`config.mk`:
```
export PLATFORM = sky130hd
export DESIGN_NAME = exp_align_scheduler
export DESIGN_NICKNAME = d
export VERILOG_FILES = /design/src/rtl/exp_align_scheduler_pkg.sv /design/src/rtl/exp_align_scheduler_sat.sv /design/src/rtl/exp_align_scheduler.sv
export SDC_FILE = /design/constraint.sdc
export NUM_CORES = 1
export LEC_CHECK = 0
export BUFFER_PORTS_ARGS = -buffer_cell sky130_fd_sc_hd__buf_2
export CAP_MARGIN = 40
export CORE_MARGIN = 2
export CORE_UTILIZATION = 61
export CTS_CLUSTER_DIAMETER = 30
export CTS_CLUSTER_SIZE = 14
export DETAILED_ROUTE_END_ITERATION = 12
export HOLD_SLACK_MARGIN = 0.15
export PLACE_DENSITY = 0.84
export SYNTH_ARGS = -nofsm -noshare
export SYNTH_HDL_FRONTEND = slang
export SYNTH_SLANG_ARGS = --single-unit
export TNS_END_PERCENT = 100
```
`constraint.sdc`:
```
create_clock -name i_clk -period 11.4 [get_ports i_clk]
set_clock_uncertainty 0.05 [all_clocks]
set_input_delay 2.85 -clock i_clk [delete_from_list [all_inputs] [get_ports i_clk]]
set_output_delay 2.85 -clock i_clk [all_outputs]
set_load 0.01 [all_outputs]
```
`src/rtl/exp_align_scheduler_pkg.sv`:
```
// rtl/exp_align_scheduler_pkg.sv - shared widths, state encoding and shift saturation helper
package exp_align_scheduler_pkg;

   localparam int DEF_EXP_W   = 6;
   localparam int DEF_N_TAPS  = 9;
   localparam int DEF_SHIFT_W = 5;

   typedef enum logic {
      ST_COLLECT = 1'b0,
      ST_EMIT    = 1'b1
   } state_t;

   // Largest representable alignment shift for a given output width
   function automatic int sh_sat(input int shift_w);
      return (1 << shift_w) - 1;
   endfunction

endpackage

```
`src/rtl/exp_align_scheduler_sat.sv`:
```
// rtl/exp_align_scheduler_sat.sv - saturating exponent difference, zero for skipped taps
module exp_sat_sub
   import exp_align_scheduler_pkg::*;
#(
   parameter int EXP_W   = DEF_EXP_W,
   parameter int SHIFT_W = DEF_SHIFT_W
) (
   input  logic [EXP_W-1:0]   i_a,
   input  logic [EXP_W-1:0]   i_b,
   input  logic               i_skip,
   output logic [SHIFT_W-1:0] o_amt
);

   localparam int SAT = sh_sat(SHIFT_W);

   logic [EXP_W-1:0] w_diff;
   logic             w_sat;

   // i_a is the window max, so the difference never wraps
   assign w_diff = i_a - i_b;
   assign w_sat  = int'(w_diff) > SAT;

   always_comb begin
      o_amt = '0;
      if (!i_skip) begin
         o_amt = w_sat ? SHIFT_W'(SAT) : w_diff[SHIFT_W-1:0];
      end
   end

endmodule

```
`src/rtl/exp_align_scheduler.sv`:
```
// rtl/exp_align_scheduler.sv - serial max-exponent tracker and per-tap alignment shift streamer
module exp_align_scheduler
   import exp_align_scheduler_pkg::*;
#(
   parameter int EXP_W   = DEF_EXP_W,
   parameter int N_TAPS  = DEF_N_TAPS,
   parameter int SHIFT_W = DEF_SHIFT_W
) (
   input  logic               i_clk,
   input  logic               i_rst_n,
   input  logic               i_in_valid,
   output logic               o_in_ready,
   input  logic [EXP_W-1:0]   i_exp,
   input  logic               i_skip,
   output logic               o_max_valid,
   output logic [EXP_W-1:0]   o_max_exp,
   output logic               o_sh_valid,
   input  logic               i_sh_ready,
   output logic [SHIFT_W-1:0] o_sh_amt,
   output logic [3:0]         o_sh_idx,
   output logic               o_sh_skip,
   output logic               o_busy
);

   localparam int CNT_W = $clog2(N_TAPS);

   state_t             r_state;
   state_t             w_state_nxt;
   logic [CNT_W-1:0]   r_in_cnt;
   logic [CNT_W-1:0]   r_out_cnt;
   logic [EXP_W-1:0]   r_run_max;
   logic [EXP_W-1:0]   r_buf_exp [N_TAPS];
   logic [N_TAPS-1:0]  r_buf_skip;

   logic               w_emit;
   logic               w_in_fire;
   logic               w_sh_fire;
   logic               w_in_last;
   logic               w_out_last;
   logic [EXP_W-1:0]   w_tap_exp;
   logic [SHIFT_W-1:0] w_amt;

   assign w_emit     = (r_state == ST_EMIT);
   assign w_in_fire  = i_in_valid & ~w_emit;
   assign w_sh_fire  = i_sh_ready & w_emit;
   assign w_in_last  = (r_in_cnt == CNT_W'(N_TAPS - 1));
   assign w_out_last = (r_out_cnt == CNT_W'(N_TAPS - 1));
   assign w_tap_exp  = i_skip ? '0 : i_exp;

   always_ff @(posedge i_clk or negedge i_rst_n) begin
      if (!i_rst_n) begin
         r_state <= ST_COLLECT;
      end else begin
         r_state <= w_state_nxt;
      end
   end

   always_comb begin
      w_state_nxt = r_state;
      case (r_state)
         ST_COLLECT: if (w_in_fire && w_in_last)  w_state_nxt = ST_EMIT;
         ST_EMIT:    if (w_sh_fire && w_out_last) w_state_nxt = ST_COLLECT;
         default:    w_state_nxt = ST_COLLECT;
      endcase
   end

   always_ff @(posedge i_clk or negedge i_rst_n) begin
      if (!i_rst_n) begin
         r_in_cnt   <= '0;
         r_out_cnt  <= '0;
         r_run_max  <= '0;
         r_buf_skip <= '0;
         for (int i = 0; i < N_TAPS; i++) begin
            r_buf_exp[i] <= '0;
         end
      end else begin
         if (w_in_fire) begin
            r_buf_exp[r_in_cnt]  <= w_tap_exp;
            r_buf_skip[r_in_cnt] <= i_skip;
            r_in_cnt             <= w_in_last ? '0 : r_in_cnt + 1'b1;
            // first tap of a window loads; later taps replace only on a strictly larger exponent
            if (r_in_cnt == '0 || w_tap_exp > r_run_max) begin
               r_run_max <= w_tap_exp;
            end
         end
         if (w_sh_fire) begin
            r_out_cnt <= w_out_last ? '0 : r_out_cnt + 1'b1;
         end
      end
   end

   exp_sat_sub #(
      .EXP_W   (EXP_W),
      .SHIFT_W (SHIFT_W)
   ) u_sat (
      .i_a    (r_run_max),
      .i_b    (r_buf_exp[r_out_cnt]),
      .i_skip (r_buf_skip[r_out_cnt]),
      .o_amt  (w_amt)
   );

   // beat fields read straight from buffer/counter, so they only move on an accepted beat
   assign o_in_ready  = ~w_emit;
   assign o_max_valid = w_emit;
   assign o_max_exp   = w_emit ? r_run_max : '0;
   assign o_sh_valid  = w_emit;
   assign o_sh_amt    = w_emit ? w_amt : '0;
   assign o_sh_idx    = w_emit ? 4'(r_out_cnt) : 4'd0;
   assign o_sh_skip   = w_emit & r_buf_skip[r_out_cnt];
   assign o_busy      = w_emit | (r_in_cnt != '0);

endmodule

```
==> impl_metrics.py <==
metrics = {
    "routing": {
        "post-route-drc-count": 0,
        "wl_per_cell_um": 17.7,
        "drt_pass1_iterations": 4,
        "antenna_left": 0,
        "vias": 2841,
        "wl_um": 8570,
        "via_per_inst": 5.86,
        "dr.first_iter.drc_count": 221,
    },
    "clocking": {
        "cts.sinks": 78,
        "hold_buffers": 0,
        "post_cts_buffers": 0,
        "numCtsBuffers": 9,
        "cts-resized-gates": 0,
        "clk_pin_slew_ns": 0.08,
        "clk-insertion-delay-late_ns": 0.37,
        "cts_tree": "done",
        "cts_max_level": 3,
        "clockRootBuffer": "clkbuf_8",
        "cts_buffer_depth": 2,
    },
    "synth": {
        "yosysTopAreaCell": "dfrtp_1",
        "synthMostInstantiatedCell": "dfrtp_1",
        "yosysWarnings": 0,
        "synth_async_sr_flop_share_pct": 100,
        "synth_top_family_by_area": "multiplexers",
        "synth_edf_count": 0,
        "syn_inst": 385,
        "yosys.cell_types.count": 41,
        "yosysSeqAreaShare_pct": 48.5,
        "yosys.area_share.adder_pct": 5.79,
        "ys_ff_latch": 78,
        "synth-simple-area-share_pct": 12.0,
        "syn_area_per_cell_um2": 10.4,
        "synthTopCellsByCount": "dfrtp_1 (78), nand2_1 (68), o21ai_0 (56)",
        "synth_top_area_share_pct": 48.5,
        "syn-num-nets": 414,
        "synthTopCellsByArea": "dfrtp_1 (49%), mux4_2 (7.3%), o21ai_0 (7.0%)",
        "synth-compound-area-share_pct": 11.8,
        "synth_mux_area_share_pct": 15.7,
        "synth-xor-area-share_pct": 1.28,
        "synth-main-ff-cell": "dfrtp_1",
        "syn_area_mm2": 0.00402,
    },
    "critical_path": {
        "endpoint_kind": "output port",
        "crit_path_start_kind": "flop",
        "path_class": "reg -> out",
        "cp_data_required_time_ns": 8.50,
        "cp_max_fo": 19,
        "cp.arrival_ns": 3.32,
    },
    "finish": {
        "diodes": 0,
        "area_delta_synth_final_pct": 9.18,
        "drive_gt1_share_pct": 19.9,
        "layout.nets": 432,
        "fill_cells": 489,
        "final_area_mm2": 0.00439,
    },
    "floorplanning": {
        "start_util_pct": 63.3,
        "io_pins": 31,
        "dieArea_mm2": 0.00726,
        "core_mm2": 0.00635,
        "rows": 29,
        "die_x_um": 85.2,
        "die_h_um": 85.2,
    },
    "global_route": {
        "grt_first_pass_wirelength_um": 14400,
        "track_usage_pct": 26.4,
        "gr-total-overflow": 0,
        "grt_max_degree": 60,
        "grt_pass1_vias": 2884,
        "antenna_found_initial": 0,
    },
    "power": {
        "power.density_mw_per_mm2": 284,
        "vdd_drop_max_v": 0.000235,
        "power_mw": 1.25,
        "p_leak_nw": 2.13,
    },
    "sta": {
        "slew_viol_final": 0,
        "fmax_mhz": 161,
        "tns_ns": 0,
        "grt_setup_unrepaired": "no",
        "fin_crit_sh_pct": 54.6,
        "setup_viol": 0,
        "hold_slack_ns": 0.430,
        "hold_viol_final": 0,
        "worst_pin_slew_ns": 0.771,
        "slew_headroom_pct": 48.6,
        "min_period_ns": 6.22,
    },
    "run": {
        "cap_violations": 0,
    },
    "placement": {
        "place.gp.congestion": 0.857,
        "dpl_cell_area_mm2": 0.00419,
        "numPortBuffers": 30,
        "dp_hpwl_um": 6070,
    },
    "outcome": {
        "status": "completed",
    },
    "min_path": {
        "hp-class": "reg -> reg",
    },
}
[critical path, stage by stage, from the launching register on]
cell,delay (ns)
dfrtp_1,0.85
mux4_2,0.41
mux2i_1,0.14
nor2_1,0.06
a21oi_1,0.16
ha_1,0.30
a21o_1,0.20
a31o_2,0.21
a21oi_1,0.22
xnor2_2,0.12
a21oi_1,0.15
buf_2,0.14
[metal layers]
metal  part of all wire, %  wire length [um]  global-route usage, %
met1                    45              3850                   35.0
met2                    48              4150                   43.8
met3                   5.1               436                   5.74
met4                   1.6               140                   8.80
met5                     0                 0                      0
[stage by stage]
step | std cells | util [%] | worst slack, ns
after floorplan | 385 | - | 5.65
final | 485 | 69.1 | 5.18
after global routing | 485 | 69.1 | 5.02
after detailed placement | 469 | 66.0 | 5.58
after CTS | 485 | 69.1 | 5.18
after global placement | 468 | 65.5 | 5.64
[path summary, 6_finish.rpt]
| kind | from | endpoint | slack, ns | depth (start not counted) |
|---|---|---|---|---|
| setup / recovery | r_out_cnt[1] | o_sh_amt[2] | 5.18 | 11 |
| max in group asynchronous | i_rst_n | r_buf_exp[35] | 8.41 | 2 |
| hold / removal | r_buf_exp[9] | r_buf_exp[9] | 0.43 | 2 |
| min in group asynchronous | i_rst_n | r_buf_exp[42] | 2.31 | 1 |
| setup reg to reg | o_max_valid | r_buf_skip[7] | 8.81 | 5 |
| hold reg to reg | r_buf_exp[9] | r_buf_exp[9] | 0.43 | 2 |
[layout make-up]
cell class	count	area [um^2]	share of cell area [%]
Clock buffer	13	159	3.62
Timing Repair Buffer	32	188	4.27
Sequential cell	78	1950	44.5
Tap cell	77	96.3	2.19
Clock inverter	3	42.5	0.969
Inverter	21	78.8	1.80
Multi-Input combinational cell	261	1870	42.7
[cell families (layout without fill, tap and decap cells)]
logic type                 Yosys count  after routing
muxes                               45             45
DFF                                 78             78
and+or+nand+nor                    108            108
xor gates and xnor gates             5              5
AOI/OAI and AO/OA                   85             85
adders and majority gates           18             18
buffers and inverters               46             69
[registers in the layout, summed over array words and instances (netlist names)]
register     count
o_max_valid      1
r_in_cnt         4
r_run_max        6
r_out_cnt        4
r_buf_exp       54
r_buf_skip       9
[cell usage in the layout (no fill, tap or decap), drive strengths merged, types with 2 or more instances in the layout]
cell type | netlist | layout
nand3 | 3 | 3
inv | 21 | 21
nor2b | 2 | 2
o21ai | 56 | 56
xor2 | 3 | 3
or2 | 2 | 2
clkbuf | 22 | 13
dfrtp | 78 | 78
xnor2 | 2 | 2
buf | 3 | 32
a21o | 7 | 7
nand2 | 68 | 68
nand2b | 7 | 7
mux2 | 16 | 16
ha | 17 | 17
mux4 | 13 | 13
and3 | 2 | 2
mux2i | 16 | 16
nor2 | 15 | 15
a21oi | 13 | 13
and2 | 2 | 2
nor3 | 5 | 5
[report_power, final]
part / total, mW / switching (mW) / internal, mW
logic: 0.540 / 0.281 / 0.259
clock network: 0.215 / 0.102 / 0.113
registers: 0.494 / 0.0976 / 0.396
Power figures use the tool's default switching activity.
